## src/rtl/midi_voice_decoder.sv

```systemverilog
// ---------------------------------------------------------------------------
// midi_voice_decoder
//
// Turns a received MIDI byte stream into the monophonic voice state of one
// MIDI channel: gate, note number, velocity, pitch bend and mod wheel. The
// echo generator and channel synths downstream read these levels directly.
// One instance per MIDI channel.
//
// The parser follows running status, drops realtime bytes wherever they
// appear, and swallows system-exclusive data. Completed channel-voice
// messages for other channels are parsed and then discarded.
//
// Parameters
//   CHANNEL      MIDI channel (0-15) this instance responds to
//   OMNI         1 = respond to all 16 channels (CHANNEL ignored)
//
// Ports
//   clk          in   1  system clock
//   reset_n      in   1  asynchronous active-low reset
//   byte_valid   in   1  one-cycle strobe qualifying byte_data
//   byte_data    in   8  received MIDI byte
//   note_on      out  1  gate, high while a note is held (last-note priority)
//   note_repeat  out  1  one-cycle pulse: note-on for the note already held
//   note         out  7  current / last note number
//   vel          out  7  velocity of current note, 0 after note-off
//   pb           out  9  pitch bend {msb[6:0], lsb[6:5]}, centre 9'h100
//   cc1          out  2  mod wheel, CC1 value[6:5]
//
// Build option
//   MIDI_DEC_ALL_NOTES_OFF_EN  when defined, CC120 / CC123 release the gate
//                              (note kept) and CC121 recentres pb and cc1.
//                              When undefined these CCs are ignored.
// ---------------------------------------------------------------------------
module midi_voice_decoder #(
  parameter int CHANNEL = 0,
  parameter int OMNI    = 0
) (
  input  logic       clk,
  input  logic       reset_n,
  input  logic       byte_valid,
  input  logic [7:0] byte_data,
  output logic       note_on,
  output logic       note_repeat,
  output logic [6:0] note,
  output logic [6:0] vel,
  output logic [8:0] pb,
  output logic [1:0] cc1
);

  // Parser states
  localparam logic [1:0] IDLE  = 2'd0;
  localparam logic [1:0] DATA1 = 2'd1;
  localparam logic [1:0] DATA2 = 2'd2;
  localparam logic [1:0] SYSEX = 2'd3;

  localparam logic [3:0] CH       = CHANNEL[3:0];
  localparam logic [8:0] PB_CENTRE = 9'h100;

  // Program Change (Cn) and Channel Pressure (Dn) carry a single data byte.
  function automatic logic is_one_byte(input logic [7:0] status);
    return status[7:5] == 3'b110;
  endfunction

  // -------------------------------------------------------------------------
  // Parser state
  // -------------------------------------------------------------------------
  logic [1:0] state,    nxt_state;
  logic [7:0] rs,       nxt_rs;        // running status byte
  logic       rs_valid, nxt_rs_valid;
  logic [6:0] d1,       nxt_d1;        // first data byte of a 2-byte msg

  // Completed-message strobe and its data, valid in the cycle of the
  // completing byte; rs holds the status of the message being completed.
  logic       msg_done;
  logic [6:0] msg_d1;
  logic [6:0] msg_d2;

  always_comb begin
    // NOTE: every signal assigned in this block gets a default first, so no
    // path through the decode leaves one unassigned and no latch is inferred.
    nxt_state    = state;
    nxt_rs       = rs;
    nxt_rs_valid = rs_valid;
    nxt_d1       = d1;
    msg_done     = 1'b0;
    msg_d1       = d1;
    msg_d2       = byte_data[6:0];

    if (byte_valid) begin
      if (byte_data >= 8'hF8) begin
        // Realtime: invisible to the parser in every state.
      end else if (byte_data == 8'hF0) begin
        nxt_state    = SYSEX;
        nxt_rs_valid = 1'b0;
      end else if (byte_data >= 8'hF1) begin
        // System common (F1-F7, F7 also ends SysEx): its data bytes fall into
        // IDLE with no running status and are dropped there.
        nxt_state    = IDLE;
        nxt_rs_valid = 1'b0;
      end else if (byte_data[7]) begin
        // Channel status: any partially received message is abandoned.
        nxt_rs       = byte_data;
        nxt_rs_valid = 1'b1;
        nxt_state    = is_one_byte(byte_data) ? DATA2 : DATA1;
      end else begin
        case (state)
          IDLE: begin
            if (rs_valid) begin
              if (is_one_byte(rs)) begin
                msg_done = 1'b1;
                msg_d1   = byte_data[6:0];
              end else begin
                nxt_d1    = byte_data[6:0];
                nxt_state = DATA2;
              end
            end
          end
          DATA1: begin
            nxt_d1    = byte_data[6:0];
            nxt_state = DATA2;
          end
          DATA2: begin
            msg_done  = 1'b1;
            if (is_one_byte(rs)) msg_d1 = byte_data[6:0];
            nxt_state = IDLE;
          end
          default: begin
            // SYSEX payload is discarded.
          end
        endcase
      end
    end
  end

  // NOTE: sequential state uses non-blocking assignments only, so every
  // flop samples the pre-edge values regardless of statement order.
  always_ff @(posedge clk or negedge reset_n) begin
    if (!reset_n) begin
      state    <= IDLE;
      rs       <= 8'h00;
      rs_valid <= 1'b0;
      d1       <= 7'h00;
    end else begin
      state    <= nxt_state;
      rs       <= nxt_rs;
      rs_valid <= nxt_rs_valid;
      d1       <= nxt_d1;
    end
  end

  // -------------------------------------------------------------------------
  // Voice state, updated the cycle after the completing byte
  // -------------------------------------------------------------------------
  logic ch_match;
  logic apply;

  assign ch_match = (OMNI != 0) || (rs[3:0] == CH);
  assign apply    = msg_done && ch_match;

  always_ff @(posedge clk or negedge reset_n) begin
    if (!reset_n) begin
      note_on     <= 1'b0;
      note_repeat <= 1'b0;
      note        <= 7'h00;
      vel         <= 7'h00;
      pb          <= PB_CENTRE;
      cc1         <= 2'd0;
    end else begin
      note_repeat <= 1'b0;
      if (apply) begin
        case (rs[7:4])
          4'h9, 4'h8: begin
            if (rs[7:4] == 4'h9 && msg_d2 != 7'd0) begin
              if (note_on && msg_d1 == note) note_repeat <= 1'b1;
              note    <= msg_d1;
              vel     <= msg_d2;
              note_on <= 1'b1;
            end else if (msg_d1 == note) begin
              // Release only the sounding note; a stale note-off for an
              // earlier note must not cut the current one.
              note_on <= 1'b0;
              vel     <= 7'd0;
            end
          end
          4'hE: pb <= {msg_d2, msg_d1[6:5]};
          4'hB: begin
            if (msg_d1 == 7'd1) cc1 <= msg_d2[6:5];
`ifdef MIDI_DEC_ALL_NOTES_OFF_EN
            if (msg_d1 == 7'd120 || msg_d1 == 7'd123) begin
              note_on <= 1'b0;
              vel     <= 7'd0;
            end
            if (msg_d1 == 7'd121) begin
              pb  <= PB_CENTRE;
              cc1 <= 2'd0;
            end
`else
            // CC120/121/123 are treated like any other controller.
`endif
          end
          default: begin
            // An, Cn, Dn: consumed without effect.
          end
        endcase
      end
    end
  end

endmodule

```

## config.mk

```make
export PLATFORM = sky130hd
export DESIGN_NAME = midi_voice_decoder
export DESIGN_NICKNAME = d
export VERILOG_FILES = /design/src/rtl/midi_voice_decoder.sv
export SDC_FILE = /design/constraint.sdc
export NUM_CORES = 1
export LEC_CHECK = 0
export ABC_AREA = 1
export BUFFER_PORTS_ARGS = -buffer_cell sky130_fd_sc_hd__clkbuf_2
export CAP_MARGIN = 20
export CORE_UTILIZATION = 25
export CTS_CLUSTER_SIZE = 25
export DETAILED_ROUTE_END_ITERATION = 10
export SYNTH_ARGS = -nofsm -noshare
export SYNTH_HDL_FRONTEND = slang
export SYNTH_SLANG_ARGS = --single-unit
```

## constraint.sdc

```tcl
create_clock -name clk -period 2.1 [get_ports clk]
set_input_delay 0.42 -clock clk [delete_from_list [all_inputs] [get_ports clk]]
set_output_delay 0.42 -clock clk [all_outputs]
set_load 0.05 [all_outputs]
```

== Word level (Yosys, flattened, before mapping) ==
Cells that the tools add are included.

* RAM bits: 0
* ROM bits: 0
* Memories kept: 0
* Output and inout port bits: 27
* Latch bits: 0
* Bits in registers: 45

* $mul: 0
* Div/mod/pow operators: 0
* Shifts and indexed selects: 0
* Equal/unequal tests: 15
* Reductions and logical operators: 19
* Bitwise logic cells: 4
* Add/sub/neg operators: 0
* Mux-type cells: 37
* $lt $le $gt $ge: 2

{| class="wikitable"
|+ Operators by type and width
! kind !! number
|-
| $mux 7 || 11
|-
| $pmux 7 s2 || 2
|-
| $eq 4x4->1 const B || 4
|-
| $ge 8x8->1 const B || 2
|-
| $mux 1 || 16
|-
| $mux 2 || 6
|-
| $reduce_and 3->1 || 4
|-
| $ne 5x5->1 const B || 2
|-
| $reduce_and 5->1 || 2
|-
| $eq 8x8->1 const B || 1
|-
| $reduce_and 8->1 || 1
|-
| $eq 7x1->1 const B || 1
|-
| $eq 7x7->1 || 1
|-
| $reduce_bool 7->1 || 1
|-
| $eq 3x3->1 const B || 2
|-
| $pmux 2 s3 || 1
|-
| $reduce_bool 6->1 || 1
|-
| $logic_not 4->1 || 1
|-
| $ne 2x2->1 const B || 2
|-
| $not 1->1 || 4
|-
| $reduce_bool 2->1 || 2
|-
| $logic_and 1x1->1 || 3
|-
| $reduce_bool 3->1 || 1
|-
| $eq 2x1->1 const B || 1
|-
| 5 further kinds || 5
|}

== Depth between registers and ports, before layout ==
Gate-level depths: netlist of the first run.

* Word-level depth: 15
* Depth in mapped cells: 15

== Worst setup path after synthesis of the first run ==
Ideal clock, no wire load.

* Path type: input to register
* Start: input port byte_data[7]
* End: register vel[0]
* Stages on the path: 13
* Data arrival time: 1,655 ps
* Library setup time: 119 ps
* Slack: 326 ps
* Cell sequence: buf_6 -> nor2_2 -> inv_2 -> nor2_8 -> nand3_1 -> nand2_1 -> nand2_1 -> nand2_1 -> nand2_2 -> nor2_4 -> nand3_4 -> nand3_2 -> nand2_1

* Longest elaborated chain between the ends: 8

{| class="wikitable"
|+ Ends and longest elaborated chain
! item !! RTL line !! source
|-
| start: declaration || 41 || <nowiki>input logic [7:0] byte_data,</nowiki>
|-
| $ge 8x8->1 / $mux 7 (equally long branches) || 95, 100 ||
|-
| $mux 7 || 95 || <nowiki>end else if (byte_data >= 8'hF1) begin</nowiki>
|-
| $mux 7 || 92 || <nowiki>end else if (byte_data == 8'hF0) begin</nowiki>
|-
| $mux 7 || 90 || <nowiki>if (byte_data >= 8'hF8) begin</nowiki>
|-
| $mux 7 || 89 || <nowiki>if (byte_valid) begin</nowiki>
|-
| $eq 7x7->1 || 178 || <nowiki>end else if (msg_d1 == note) begin</nowiki>
|-
| $reduce_bool 2->1 (no source line) || -- ||
|-
| $reduce_and 3->1 (no source line) * || -- ||
|-
| end signal: assignment || 176 || <nowiki>vel <= msg_d2;</nowiki>
|-
| end: declaration || 45 || <nowiki>output logic [6:0] vel,</nowiki>
|}

Mark *: on every way between the ends. The rest lies on a longest branch, timed or not.
A chain may end at the register's enable or synchronous reset.

== Worst setup path after layout of the first run ==
* Start: register rs[5]
* End: register cc1[1]

* Longest elaborated chain between the ends: 11

{| class="wikitable"
|+ Ends and longest elaborated chain
! item !! RTL line !! source
|-
| start: declaration || 68 || <nowiki>logic [7:0] rs, nxt_rs;</nowiki>
|-
| start signal: assignment || 145 || <nowiki>rs <= nxt_rs;</nowiki>
|-
| $eq 3x3->1 || 61 || <nowiki>return status[7:5] == 3'b110;</nowiki>
|-
| $mux 7 / $mux 1 (equally long branches) || 109, 124 ||
|-
| $mux 7 / $mux 1 (equally long branches) || 108 || <nowiki>if (rs_valid) begin</nowiki>
|-
| $pmux 7 s2 / $pmux 1 s2 (equally long branches) || 106 || <nowiki>case (state)</nowiki>
|-
| $mux 7 / $mux 1 (equally long branches) || 100 || <nowiki>end else if (byte_data[7]) begin</nowiki>
|-
| $mux 7 / $mux 1 (equally long branches) || 95 ||
|-
| $mux 7 / $mux 1 (equally long branches) || 92 ||
|-
| $mux 7 / $mux 1 (equally long branches) || 90 ||
|-
| $mux 7 / $mux 1 (equally long branches) || 89 ||
|-
| $eq 7x1->1 / $logic_and 1x1->1 (equally long branches) || 187, 158 ||
|-
| $reduce_and 3->1 (no source line) * || -- ||
|-
| end signal: assignment || 187 || <nowiki>if (msg_d1 == 7'd1) cc1 <= msg_d2[6:5];</nowiki>
|-
| end: declaration || 47 || <nowiki>output logic [1:0] cc1</nowiki>
|}

Marks and branches as above.

==> results of run 1 <==
[flip-flops by register name, indices dropped and copies added (netlist names)]
name / count
cc1: 2
rs: 8
rs_valid: 1
vel: 7
d1: 7
pb: 9
note_on: 1
note_repeat: 1
note: 7
state: 2
[critical path, delay by kind of cell, from the launching register on]
| kind | cells | cell delay [ns] |
|---|---|---|
| flip-flops | 1 | 0.45 |
| buffers and inverters | 1 | 0.08 |
| AND/OR/NAND/NOR | 10 | 1.17 |
| AO/OA/AOI/OAI | 1 | 0.06 |
[cell families after synthesis]
logic type	share of synthesized area (%)
buffers and inverters	6.79
AOI/OAI and AO/OA	9.55
DFF	47.8
and+or+nand+nor	35.9
[power groups by stage]
stage	clock network, W	registers, W	logic (W)
5_1_grt	0.000650	0.00115	0.00117
2_1_floorplan	0	0.00130	0.000602
3_3_place_gp	0	0.00115	0.00103
4_1_cts	0.000617	0.00113	0.00105
6_report	0.000597	0.00113	0.00104
3_5_place_dp	0	0.00115	0.00105
[cells in the final DEF (no fill, tap or decap), types with 2 or more instances in the layout]
cell type / instances
sky130_fd_sc_hd__nand2_1: 99
sky130_fd_sc_hd__dfrtp_1: 43
sky130_fd_sc_hd__clkbuf_2: 37
sky130_fd_sc_hd__o21ai_0: 34
sky130_fd_sc_hd__inv_1: 28
sky130_fd_sc_hd__buf_4: 17
sky130_fd_sc_hd__nand3_1: 16
sky130_fd_sc_hd__nor2_1: 10
sky130_fd_sc_hd__nand3_2: 10
sky130_fd_sc_hd__nand2_2: 7
sky130_fd_sc_hd__clkbuf_8: 6
sky130_fd_sc_hd__nand4_1: 5
sky130_fd_sc_hd__inv_2: 4
sky130_fd_sc_hd__nor2_4: 3
sky130_fd_sc_hd__nand2_4: 3
sky130_fd_sc_hd__nand3b_1: 3
sky130_fd_sc_hd__a21oi_1: 3
sky130_fd_sc_hd__nor4_1: 2
sky130_fd_sc_hd__nor3_1: 2
sky130_fd_sc_hd__o21ai_1: 2
sky130_fd_sc_hd__o211ai_1: 2
[cell usage after synthesis, drive strengths merged]
| master | instances |
|---|---|
| nor3 | 2 |
| nand3b | 3 |
| nand2 | 109 |
| o211ai | 2 |
| inv | 32 |
| a31oi | 1 |
| nand3 | 27 |
| clkinv | 1 |
| buf | 3 |
| nor4 | 3 |
| nor3b | 1 |
| nor2 | 15 |
| o21ai | 37 |
| a21oi | 3 |
| dfrtp | 44 |
| dfstp | 1 |
| clkbuf | 3 |
| nand4 | 5 |
[area by class of cell]
type                            count  area share (%)
Sequential cell                    45            39.3
Multi-Input combinational cell    208            37.3
Inverter                           33            4.31
Timing Repair Buffer               54            10.9
Clock buffer                        6            2.87
Clock inverter                      2           0.566
Tap cell                          111            4.83
[worst min-delay path by stage]
| stage | end | cells past startpoint |
|---|---|---|
| CTS | note[0]$_DFFE_PN0P_ | 2 |
| finish | note[0]$_DFFE_PN0P_ | 2 |
| floorplan | cc1[0]$_DFFE_PN0P_ | 0 |
| detailed placement | d1[5]$_DFFE_PN0P_ | 2 |
| global placement | pb[2]$_DFFE_PN0P_ | 2 |
| global route | note[0]$_DFFE_PN0P_ | 2 |
[through the flow]
step / hold slack [ns] / setup slack [ns]
floorplan: 0.124 / 0.326
global placement: 0.473 / 0.0250
detailed placement: 0.478 / 0.0188
CTS: 0.220 / 0.193
global route: 0.250 / 0.00197
finish: 0.198 / 0.224
[layer usage]
metal / track usage, % / vias to the layer above
li1: - / 1052
met1: 16.9 / 960
met2: 21.9 / 40
met3: 3.09 / 13
met4: 5.77 / 0
met5: 0 / -
==> Flow_metrics.wiki, run 1 <==
{| class="wikitable"
! Metric !! Value
|-
| Synth warnings || 0
|-
| Worst reg2reg setup slack || around 0.22 ns
|-
| Mapped Cells || just under 300
|-
| Sinks on the clock net || 45
|-
| Antenna diodes || 0
|-
| Slew at the pin closest to its max-slew limit || roughly 0.63 ns
|-
| Maximum VDD drop || around 0.27 mV
|-
| Vias/cell || 4.50
|-
| Run status || complete, but fails checks
|-
| CTS tree || built
|-
| Maximum clock frequency || 533 MHz
|-
| Total via count in the routed design || 2065
|-
| Area Growth Syn to Fin || 21.9%
|-
| Placed wire-length estimate || 4660 µm
|-
| Number of levels the H-tree was split into || 2
|-
| Sequential fraction of design power || 40.9%
|-
| Synth area leader || sky130_fd_sc_hd__dfrtp_1
|-
| Cell row count || 35
|-
| Clock transition time at the flip-flop clock pins of the worst setup and hold paths || 0.09 ns
|-
| Clock share of power || 21.5%
|-
| Slew HR || between 50 and 60%
|-
| Switching power as a share of total power || 41.6%
|-
| CTS-repair resized insts || 0
|-
| Overall Global Routing Usage || 13.3%
|-
| Count of unresolved DRC violations after routing || 2
|-
| Mapped Nets || 303
|-
| Worst-skew pair later-pin latency || 0.31 ns
|-
| Cell with the largest stage delay on the worst path || sky130_fd_sc_hd__dfrtp_2
|-
| Final standard cell utilization of the core || 31.3%
|-
| Total Power || 0.00277 W
|-
| Final-report max-slew violation count || 0
|-
| Placeable core region || 9200 µm²
|-
| Final cycle utilization of the critical path || 89.3%
|-
| Area of all placed cells without fillers || 2870 µm²
|-
| Power share of the combinational group || a little under two fifths
|-
| Overall die width || 99.1 µm
|-
| Setup TNS || 0 ns
|-
| Count of filler cells inserted in the layout || 991
|-
| Clock Skew || 0.00865 ns
|-
| DR WL met2 || around 2800 µm
|-
| Power Internal || 0.00162 W
|-
| HP Class || in2async
|-
| Maximum number of pins on one net before global-route repair || 46
|-
| Clock root buffer || sky130_fd_sc_hd__clkbuf_8
|-
| Worst-path cell chain || nor2_4, nand2_4, nor2_8, nand2_4, nand2_1, nand2_1, inv_1, nand3_1, nor2_1, nand4_1, nand2_1, o21ai_1
|-
| CTS Buf Count || 5
|-
| Wire length of the first global-routing pass || 10000 µm
|-
| Syn Area/Cell || 8.08 µm²
|-
| Buffer count from post-CTS setup fixing || 0
|-
| Number of global-route vias before repair || between 2000 and 2500
|-
| Iteration-0 DRC count of the detailed router || a little under 100
|-
| Area occupied by registers || between 1000 and 1500 µm²
|-
| Number of cells in the design after placement || 451
|-
| Router iterations before antenna repair || 7
|-
| Most prevalent standard cell on the critical path || sky130_fd_sc_hd__nand2_1
|-
| Switching power || between 0.001 and 0.0015 W
|-
| Number of max-cap violations || 0
|-
| Start of the worst register-to-register path || rs[5]$_DFFE_PN0P_
|-
| Cell types occupying the most area after synthesis || sky130_fd_sc_hd__dfrtp_1 47%, sky130_fd_sc_hd__nand2_1 16%, sky130_fd_sc_hd__o21ai_0 7.2%, sky130_fd_sc_hd__inv_1 4.5%, sky130_fd_sc_hd__nand3_2 4.2%
|-
| Timing startpoint of the critical path || rs[5]$_DFFE_PN0P_
|-
| Wire length after detailed routing || 5980 µm
|-
| Count of distinct cell types in the synthesized netlist || 32
|-
| Violations in the final reports || design-rule violations
|-
| Vertical extent of the die || 99.1 µm
|-
| Static leakage power || around 1.5 nW
|-
| Register area share after synthesis || 47.8%
|-
| Starting density of the core || 25.6%
|-
| Max layer used || met4
|-
| Critical Path AT || 2.07 ns
|-
| Area of the mapped netlist || around 2400 µm²
|-
| Dpl cell area || approximately 2800 µm²
|-
| Flops & latches, synth || 45
|-
| Reg-to-reg critical path endpoint || cc1[1]$_DFFE_PN0P_
|-
| I/O Pins || 38
|-
| Antenna violations before repair || 0
|-
| Remaining antenna violation count after routing || 0
|-
| Final hold violation count || 0
|-
| Routed WL per cell || 13.0 µm
|-
| IO Port Bufs || 37
|-
| Met3 WL post-DR || 235 µm
|-
| Maximum clock insertion buffer count || 2
|-
| Share of post-route cells with drive strength above 1 || 27.9%
|-
| Number of setup violations in the final report || 0
|-
| Kind of end point of the critical path || register
|-
| Non-filler cells in the finished layout || about 460
|-
| Gp weighted congestion || 0.870
|-
| Proportion of netlist area held by the largest area contributor || 46.7%
|-
| Crit start category || register
|-
| Post-Route M1 WL || 2830 µm
|-
| Crit path required time || about 2.3 ns
|-
| CTS hold repair buffers || 0
|-
| Power Density || 965 nW/µm²
|-
| Unrepaired setup endpoints after global routing || false
|-
| Delay of the slowest cell on the worst path || approximately 0.45 ns
|-
| Congestion Overflow GR || 0
|-
| Die area || 9830 µm²
|-
| Setup Crit Path Kind || reg2reg
|-
| Number of nets in the layout || 358
|-
| Area occupied by multi-input gates || 1070 µm²
|-
| Timing endpoint of the critical path || cc1[1]$_DFFE_PN0P_
|-
| Worst Path Max Fanout || 7
|-
| Register-to-Register Path Depth || 12
|-
| Min cycle time layout || 1.88 ns
|}
No activity file was read; power rests on OpenSTA's default activity.
==> run 2: changes to the inputs <==
--- a/config.mk
+++ b/config.mk
@@ -5,7 +5,6 @@
 export SDC_FILE = /design/constraint.sdc
 export NUM_CORES = 1
 export LEC_CHECK = 0
-export ABC_AREA = 1
 export BUFFER_PORTS_ARGS = -buffer_cell sky130_fd_sc_hd__clkbuf_2
 export CAP_MARGIN = 20
 export CORE_UTILIZATION = 25
==> Flow_metrics.wiki, run 2 <==
{| class="wikitable"
! Metric !! Value
|-
| Number of flip-flops under the largest register name || 9 (unchanged)
|-
| Number of levels the H-tree was split into || 2 (unchanged)
|-
| Count of filler cells inserted in the layout || 882 (was 991)
|-
| Worst Path Max Fanout || 7 (unchanged)
|-
| Overall Global Routing Usage || 12.3% (was 13.3%)
|-
| Wire length of the first global-routing pass || 9140 µm (was 10000 µm)
|-
| Die area || 9400 µm² (was 9830 µm²)
|-
| Register ranked first by flip-flop count || pb (unchanged)
|-
| Top post-synthesis cells by count || 44 x sky130_fd_sc_hd__dfrtp_1, 19 x sky130_fd_sc_hd__nand2_1, 13 x sky130_fd_sc_hd__mux2_2, 13 x sky130_fd_sc_hd__mux2i_1, 12 x sky130_fd_sc_hd__o21ai_1 (was 99 x sky130_fd_sc_hd__nand2_1, 44 x sky130_fd_sc_hd__dfrtp_1, 34 x sky130_fd_sc_hd__o21ai_0)
|-
| Area Growth Syn to Fin || 24.3% (was 21.9%)
|-
| I/O Pins || 38 (unchanged)
|-
| Most common cell in the netlist || sky130_fd_sc_hd__dfrtp_1 (was sky130_fd_sc_hd__nand2_1)
|-
| Delay of the slowest cell on the worst path || 0.62 ns (was 0.45 ns)
|-
| Final cycle utilization of the critical path || 93.9% (was 89.3%)
|-
| Cell with the largest stage delay on the worst path || sky130_fd_sc_hd__nor2_1 (was sky130_fd_sc_hd__dfrtp_2)
|-
| Unrepaired setup endpoints after global routing || false (unchanged)
|-
| CTS tree || built (unchanged)
|-
| Most common cell after layout, fill and taps aside || sky130_fd_sc_hd__dfrtp_1 (was sky130_fd_sc_hd__nand2_1)
|-
| Sinks on the clock net || 45 (unchanged)
|-
| Router iterations before antenna repair || 4 (was 7)
|-
| Critical Path AT || 2.15 ns (was 2.07 ns)
|-
| Placed wire-length estimate || 4100 µm (was 4660 µm)
|-
| Gp weighted congestion || 0.778 (was 0.870)
|-
| Min cycle time layout || 1.97 ns (was 1.88 ns)
|-
| Proportion of register bits with asynchronous set or reset after synthesis || 100% (unchanged)
|-
| Top Registers || pb (9), rs (8) (unchanged)
|-
| Cell types occupying the most area after synthesis || sky130_fd_sc_hd__dfrtp_1 49%, sky130_fd_sc_hd__mux2_2 6.5%, sky130_fd_sc_hd__mux2i_1 5.8%, sky130_fd_sc_hd__nand2_1 3.2%, sky130_fd_sc_hd__mux2_1 3.0% (was sky130_fd_sc_hd__dfrtp_1 47%, sky130_fd_sc_hd__nand2_1 16%, sky130_fd_sc_hd__o21ai_0 7.2%, sky130_fd_sc_hd__inv_1 4.5%, sky130_fd_sc_hd__nand3_2 4.2%)
|-
| Number of enable flip-flop cells after synthesis || 0 (unchanged)
|-
| Synth warnings || 0 (unchanged)
|-
| Reg-to-reg critical path endpoint || d1[5]$_DFFE_PN0P_ (was cc1[1]$_DFFE_PN0P_)
|-
| Starting density of the core || 25.9% (was 25.6%)
|-
| Iteration-0 DRC count of the detailed router || 88 (was 99)
|-
| Commonest cells after routing, fill and taps aside || 44 x sky130_fd_sc_hd__dfrtp_1, 37 x sky130_fd_sc_hd__clkbuf_2, 20 x sky130_fd_sc_hd__buf_4 (was 99 x sky130_fd_sc_hd__nand2_1, 43 x sky130_fd_sc_hd__dfrtp_1, 37 x sky130_fd_sc_hd__clkbuf_2)
|-
| Number of nets in the layout || 270 (was 358)
|-
| Antenna violations before repair || 0 (unchanged)
|-
| Placeable core region || 8720 µm² (was 9200 µm²)
|-
| Power Density || 822 nW/µm² (was 965 nW/µm²)
|-
| Clock transition time at the flip-flop clock pins of the worst setup and hold paths || 0.08 ns (was 0.09 ns)
|-
| Critical Path Stages || 5 (was 12)
|-
| Mapped Nets || 217 (was 303)
|-
| Count of distinct cell types in the synthesized netlist || 43 (was 32)
|-
| Maximum clock insertion buffer count || 2 (unchanged)
|-
| CTS hold repair buffers || 0 (unchanged)
|-
| HP Class || in2async (unchanged)
|-
| Worst reg2reg setup slack || 0.13 ns (was 0.22 ns)
|-
| Share of post-route cells with drive strength above 1 || 33.5% (was 27.9%)
|-
| Synth Flop Type || sky130_fd_sc_hd__dfrtp_1 (unchanged)
|-
| CTS Buf Count || 5 (unchanged)
|-
| Crit start category || register (unchanged)
|-
| Remaining antenna violation count after routing || 0 (unchanged)
|-
| Top cell family by delay on the critical path || simple AND/OR/NAND/NOR gates (unchanged)
|-
| Clock Skew || 0.00507 ns (was 0.00865 ns)
|-
| Combined buffer and inverter count along the critical path || 0 (was 1)
|-
| Number of max-cap violations || 0 (unchanged)
|-
| Slew HR || 47.4% (was 57.7%)
|-
| Vias/cell || 4.68 (was 4.50)
|-
| Final hold violation count || 0 (unchanged)
|-
| IO Port Bufs || 37 (unchanged)
|-
| Overall die width || 97.0 µm (was 99.1 µm)
|-
| Area of the mapped netlist || 2250 µm² (was 2360 µm²)
|-
| Number of setup violations in the final report || 0 (unchanged)
|-
| Congestion Overflow GR || 0 (unchanged)
|-
| Vertical extent of the die || 97.0 µm (was 99.1 µm)
|-
| Register-to-Register Path Depth || 5 (was 12)
|-
| Total via count in the routed design || 1722 (was 2065)
|-
| Count of unresolved DRC violations after routing || 0 (was 2)
|-
| Worst hold slack across all endpoints || 0.208 ns (was 0.198 ns)
|-
| Area occupied by registers || 1130 µm² (about the same)
|-
| Cell row count || 34 (was 35)
|-
| Clock root buffer || sky130_fd_sc_hd__clkbuf_8 (unchanged)
|-
| Mapped Cells || 206 (was 292)
|-
| Number of global-route vias before repair || 1720 (was 2036)
|-
| Buffer count from post-CTS setup fixing || 0 (unchanged)
|-
| Register area share after synthesis || 50.0% (was 47.8%)
|-
| Worst-skew pair later-pin latency || 0.29 ns (was 0.31 ns)
|-
| Worst-path cell chain || nor2b_1, nand2_1, a21oi_1, nor2_1, mux2_2 (was nor2_4, nand2_4, nor2_8, nand2_4, nand2_1, nand2_1, inv_1, nand3_1, nor2_1, nand4_1, nand2_1, o21ai_1)
|-
| Maximum VDD drop || 0.341 mV (was 0.271 mV)
|-
| Routed WL per cell || 15.0 µm (was 13.0 µm)
|-
| Wire length after detailed routing || 5510 µm (was 5980 µm)
|-
| Maximum number of pins on one net before global-route repair || 46 (unchanged)
|-
| Kind of end point of the critical path || register (unchanged)
|-
| Crit path required time || 2.28 ns (was 2.30 ns)
|-
| Synth area leader || sky130_fd_sc_hd__dfrtp_1 (unchanged)
|-
| Proportion of netlist area held by the largest area contributor || 48.8% (was 46.7%)
|-
| Slew at the pin closest to its max-slew limit || 0.786 ns (was 0.629 ns)
|-
| Final-report max-slew violation count || 0 (unchanged)
|-
| Area occupied by multi-input gates || 1050 µm² (was 1070 µm²)
|-
| Flops & latches, synth || 45 (unchanged)
|-
| Syn Area/Cell || 10.9 µm² (was 8.08 µm²)
|-
| Antenna diodes || 0 (unchanged)
|-
| Static leakage power || 1.31 nW (was 1.47 nW)
|-
| Setup Crit Path Kind || reg2reg (unchanged)
|-
| Start of the worst register-to-register path || rs[6]$_DFFE_PN0P_ (was rs[5]$_DFFE_PN0P_)
|-
| Run status || finished, final reports clean (was complete, but fails checks)
|-
| Setup TNS || 0 ns (unchanged)
|-
| CTS-repair resized insts || 0 (unchanged)
|-
| Maximum clock frequency || 507 MHz (was 533 MHz)
|}
[run 2: routing by layer]
| metal | part of all wire (%) | global-route usage, % |
|---|---|---|
| met1 | 48 | 17.2 |
| met2 | 47 | 19.2 |
| met3 | 4.0 | 2.60 |
| met4 | 0.84 | 3.44 |
| met5 | 0 | 0 |
[run 2: worst register-to-register path: cells and delay by family (launching register included)]
family / cells / cell delay [ns]
muxes: 1 / 0.41
AOI/OAI and AO/OA: 1 / 0.08
DFF: 1 / 0.48
and+or+nand+nor: 3 / 0.89
[run 2: worst max-delay path by stage]
stage	from	to
finish	rs[6]$_DFFE_PN0P_	d1[5]$_DFFE_PN0P_
global route	rs[6]$_DFFE_PN0P_	vel[4]$_DFFE_PN0P_
CTS	rs[1]$_DFFE_PN0P_	note_on$_DFFE_PN0P_
detailed placement	byte_data[0]	cc1[1]$_DFFE_PN0P_
global placement	byte_data[0]	cc1[1]$_DFFE_PN0P_
floorplan	byte_data[3]	cc1[0]$_DFFE_PN0P_
[run 2: kinds of logic after synthesis]
| family | count (synthesis) | share of synthesized area (%) |
|---|---|---|
| flip-flops | 45 | 50.0 |
| AO/OA/AOI/OAI | 40 | 10.8 |
| buffers and inverters | 17 | 3.77 |
| XOR/XNOR | 10 | 3.88 |
| AND/OR/NAND/NOR | 62 | 16.3 |
| multiplexers | 32 | 15.3 |
[run 2: area by class of cell]
class,instances,area share (%)
clock buffer,7,3.08
clock inverter,1,1.07
inverter,5,0.670
multi-input combinational,144,37.5
sequential,45,40.2
tap,108,4.82
timing repair buffer,58,12.7
[run 2: through the flow]
| stage | instances | power (W) | setup WS, ns | util (%) | cell area, µm² |
|---|---|---|---|---|---|
| 2_1_floorplan | 206 | 0.00146 | 0.184 | - | 2250 |
| 6_report | 368 | 0.00230 | 0.127 | 32.1 | 2800 |
| 3_3_place_gp | 360 | 0.00164 | 0.0650 | 30.7 | 2680 |
| 5_1_grt | 368 | 0.00245 | 0.00422 | 32.1 | 2800 |
| 4_1_cts | 368 | 0.00233 | 0.0661 | 32.1 | 2800 |
| 3_5_place_dp | 360 | 0.00165 | 0.0362 | 30.7 | 2680 |
[run 2: report_power, final]
part	switching, W	internal [W]	leakage, nW
registers	0.000119	0.000978	0.576
clock network	0.000282	0.000388	0.0585
logic	0.000307	0.000232	0.673
total	0.000707	0.00160	1.31
==> run 3: changes to the inputs <==
--- a/config.mk
+++ b/config.mk
@@ -6,10 +6,11 @@
 export NUM_CORES = 1
 export LEC_CHECK = 0
 export BUFFER_PORTS_ARGS = -buffer_cell sky130_fd_sc_hd__clkbuf_2
-export CAP_MARGIN = 20
 export CORE_UTILIZATION = 25
+export CTS_CLUSTER_DIAMETER = 40
 export CTS_CLUSTER_SIZE = 25
 export DETAILED_ROUTE_END_ITERATION = 10
+export REMOVE_ABC_BUFFERS = 1
 export SYNTH_ARGS = -nofsm -noshare
 export SYNTH_HDL_FRONTEND = slang
 export SYNTH_SLANG_ARGS = --single-unit
==> Flow_metrics.wiki, run 3 (synthesis gave the netlist of run 2 again) <==
{| class="wikitable"
! Metric !! Value
|-
| Sinks on the clock net || 45 (unchanged)
|-
| Sequential fraction of design power || 49.2% (was 47.6%)
|-
| Static leakage power || 1.31 nW (about the same)
|-
| Antenna violations before repair || 0 (unchanged)
|-
| Setup Crit Path Kind || reg2reg (unchanged)
|-
| Switching power || 0.000738 W (was 0.000707 W)
|-
| Total Power || 0.00224 W (was 0.00230 W)
|-
| Number of cells in the design after placement || 360 (unchanged)
|-
| Gp weighted congestion || 0.821 (was 0.778)
|-
| Maximum clock frequency || 507 MHz (about the same)
|-
| Dpl cell area || 2690 µm² (was 2680 µm²)
|-
| Area occupied by multi-input gates || 1070 µm² (was 1050 µm²)
|-
| Switching power as a share of total power || 32.9% (was 30.7%)
|-
| Router iterations before antenna repair || 4 (unchanged)
|-
| Vertical extent of the die || 97.0 µm (unchanged)
|-
| CTS Buf Count || 5 (unchanged)
|-
| Overall Global Routing Usage || 13.1% (was 12.3%)
|-
| Start of the worst register-to-register path || state[0]$_DFFE_PN0P_ (was rs[6]$_DFFE_PN0P_)
|-
| Area occupied by registers || 1130 µm² (unchanged)
|-
| Top Registers || pb (9), rs (8) (unchanged)
|-
| Starting density of the core || 25.9% (unchanged)
|-
| Clock transition time at the flip-flop clock pins of the worst setup and hold paths || 0.09 ns (was 0.08 ns)
|-
| Cell with the largest stage delay on the worst path || sky130_fd_sc_hd__dfrtp_1 (was sky130_fd_sc_hd__nor2_1)
|-
| Kind of end point of the critical path || register (unchanged)
|-
| Placed wire-length estimate || 4360 µm (was 4100 µm)
|-
| Maximum VDD drop || 0.370 mV (was 0.341 mV)
|-
| Wire length of the first global-routing pass || 9670 µm (was 9140 µm)
|-
| Number of global-route vias before repair || 1785 (was 1720)
|-
| Min cycle time layout || 1.97 ns (about the same)
|-
| CTS tree || built (unchanged)
|-
| Crit start category || register (unchanged)
|-
| Clock Skew || 0.00943 ns (was 0.00507 ns)
|-
| Area Growth Syn to Fin || 25.4% (was 24.3%)
|-
| Register ranked first by flip-flop count || pb (unchanged)
|-
| Share of post-route cells with drive strength above 1 || 35.0% (was 33.5%)
|-
| Worst-path cell chain || nand4bb_4, nor3_2, buf_6, buf_4, and3_1, o221a_1, buf_4, a31oi_1 (was nor2b_1, nand2_1, a21oi_1, nor2_1, mux2_2)
|-
| Number of levels the H-tree was split into || 2 (unchanged)
|-
| Commonest cells after routing, fill and taps aside || 44 x sky130_fd_sc_hd__dfrtp_1, 37 x sky130_fd_sc_hd__clkbuf_2, 19 x sky130_fd_sc_hd__nand2_1 (was 44 x sky130_fd_sc_hd__dfrtp_1, 37 x sky130_fd_sc_hd__clkbuf_2, 20 x sky130_fd_sc_hd__buf_4)
|-
| Antenna diodes || 0 (unchanged)
|-
| Remaining antenna violation count after routing || 0 (unchanged)
|-
| Non-filler cells in the finished layout || 368 (unchanged)
|-
| Iteration-0 DRC count of the detailed router || 107 (was 88)
|-
| Critical Path AT || 2.14 ns (was 2.15 ns)
|-
| Worst reg2reg setup slack || 0.13 ns (about the same)
|-
| Slew at the pin closest to its max-slew limit || 0.717 ns (was 0.786 ns)
|-
| Count of filler cells inserted in the layout || 888 (was 882)
|-
| Die area || 9400 µm² (unchanged)
|-
| HP Class || in2async (unchanged)
|-
| Reg-to-reg critical path endpoint || note_on$_DFFE_PN0P_ (was d1[5]$_DFFE_PN0P_)
|-
| Most prevalent standard cell on the critical path || sky130_fd_sc_hd__buf_4
|-
| Number of flip-flops under the largest register name || 9 (unchanged)
|-
| Most common cell after layout, fill and taps aside || sky130_fd_sc_hd__dfrtp_1 (unchanged)
|-
| Run status || finished, final reports clean (unchanged)
|-
| Clock root buffer || sky130_fd_sc_hd__clkbuf_8 (unchanged)
|-
| Vias/cell || 4.67 (was 4.68)
|-
| Area of all placed cells without fillers || 2830 µm² (was 2800 µm²)
|-
| Power Internal || 0.00151 W (was 0.00160 W)
|-
| IO Port Bufs || 37 (unchanged)
|-
| Power Density || 793 nW/µm² (was 822 nW/µm²)
|-
| Number of setup violations in the final report || 0 (unchanged)
|-
| Maximum number of pins on one net before global-route repair || 26 (was 46)
|-
| Clock share of power || 26.8% (was 29.1%)
|-
| Cell row count || 34 (unchanged)
|-
| Congestion Overflow GR || 0 (unchanged)
|-
| Register-to-Register Path Depth || 8 (was 5)
|-
| Slew HR || 52.0% (was 47.4%)
|-
| Count of unresolved DRC violations after routing || 0 (unchanged)
|-
| Number of max-cap violations || 0 (unchanged)
|-
| I/O Pins || 38 (unchanged)
|-
| Number of nets in the layout || 270 (unchanged)
|-
| Power share of the combinational group || 24.0% (was 23.4%)
|-
| Final cycle utilization of the critical path || 93.9% (about the same)
|-
| CTS hold repair buffers || 0 (unchanged)
|-
| Overall die width || 97.0 µm (unchanged)
|-
| Maximum clock insertion buffer count || 2 (unchanged)
|-
| Routed WL per cell || 15.5 µm (was 15.0 µm)
|-
| Crit path required time || 2.27 ns (was 2.28 ns)
|-
| Setup TNS || 0 ns (unchanged)
|-
| Worst Path Max Fanout || 9 (was 7)
|-
| Wire length after detailed routing || 5700 µm (was 5510 µm)
|-
| Worst hold slack across all endpoints || 0.0944 ns (was 0.208 ns)
|-
| Placeable core region || 8720 µm² (unchanged)
|-
| Total via count in the routed design || 1720 (was 1722)
|-
| Final-report max-slew violation count || 0 (unchanged)
|-
| Delay of the slowest cell on the worst path || 0.44 ns (was 0.62 ns)
|-
| Final hold violation count || 0 (unchanged)
|-
| Worst-skew pair later-pin latency || 0.30 ns (was 0.29 ns)
|}
## run 3: changes by cell type in the layout (fill, tap and decap cells not counted), sizes merged
cell	change
bufinv	-1
clkinv	+1
## run 3: worst max-delay path: cells and delay by family, from the launching register on
family / cells / cell delay [ns]
buf+inv: 3 / 0.49
simple gates: 3 / 0.59
compound gates: 2 / 0.31
flops: 1 / 0.44
## run 3: stage by stage
| stage | utilization (%) | worst slack, ns |
|---|---|---|
| final | 32.4 | 0.128 |
| after global placement | 30.9 | 0.0393 |
| after global routing | 32.4 | -0.0150 |
| after floorplan | - | -0.00691 |
| after detailed placement | 30.9 | 0.0254 |
| after CTS | 32.0 | 0.106 |
## run 3: how the worst max path moves through the flow
stage | startpoint | to | slack (ns) | cells past startpoint
finish | state[0]$_DFFE_PN0P_ | note_on$_DFFE_PN0P_ | 0.13 | 8
global route | state[0]$_DFFE_PN0P_ | note_on$_DFFE_PN0P_ | -0.02 | 8
CTS | state[0]$_DFFE_PN0P_ | vel[1]$_DFFE_PN0P_ | 0.11 | 7
detailed placement | byte_data[7] | vel[5]$_DFFE_PN0P_ | 0.03 | 8
global placement | byte_data[7] | vel[2]$_DFFE_PN0P_ | 0.04 | 8
floorplan | rs[5]$_DFFE_PN0P_ | cc1[0]$_DFFE_PN0P_ | -0.007 | 5
## run 3: area by class of cell
class	count	share of cell area, %
Sequential cell	45	39.9
Multi-Input combinational cell	144	38.0
Timing Repair Buffer	58	13.1
Tap cell	108	4.78
Clock buffer	7	3.41
Inverter	5	0.664
Clock inverter	1	0.177
## run 3: power groups by stage
stage / Sequential, W / Clock [W] / Combinational [W]
2_1_floorplan: 0.00118 / 0 / 0.000271
3_3_place_gp: 0.00111 / 0 / 0.000520
3_5_place_dp: 0.00112 / 0 / 0.000525
4_1_cts: 0.00110 / 0.000621 / 0.000528
5_1_grt: 0.00112 / 0.000656 / 0.000595
6_report: 0.00110 / 0.000600 / 0.000539
## run 3: per-layer routing
| metal | track usage, % | wire length, µm | vias to the layer above |
|---|---|---|---|
| li1 | - | - | 850 |
| met5 | 0 | 0 | - |
| met1 | 18.3 | 2710 | 842 |
| met4 | 4.48 | 80 | 0 |
| met2 | 20.3 | 2740 | 22 |
| met3 | 2.38 | 163 | 6 |
## run 3: timing repair
| action | in CTS | in global routing |
|---|---|---|
| setup buffers | 0 | 0 |
| hold endpoints to repair | 0 | 0 |
| setup endpoints to repair | 0 | 9 |
| resized for setup | 0 | 6 |
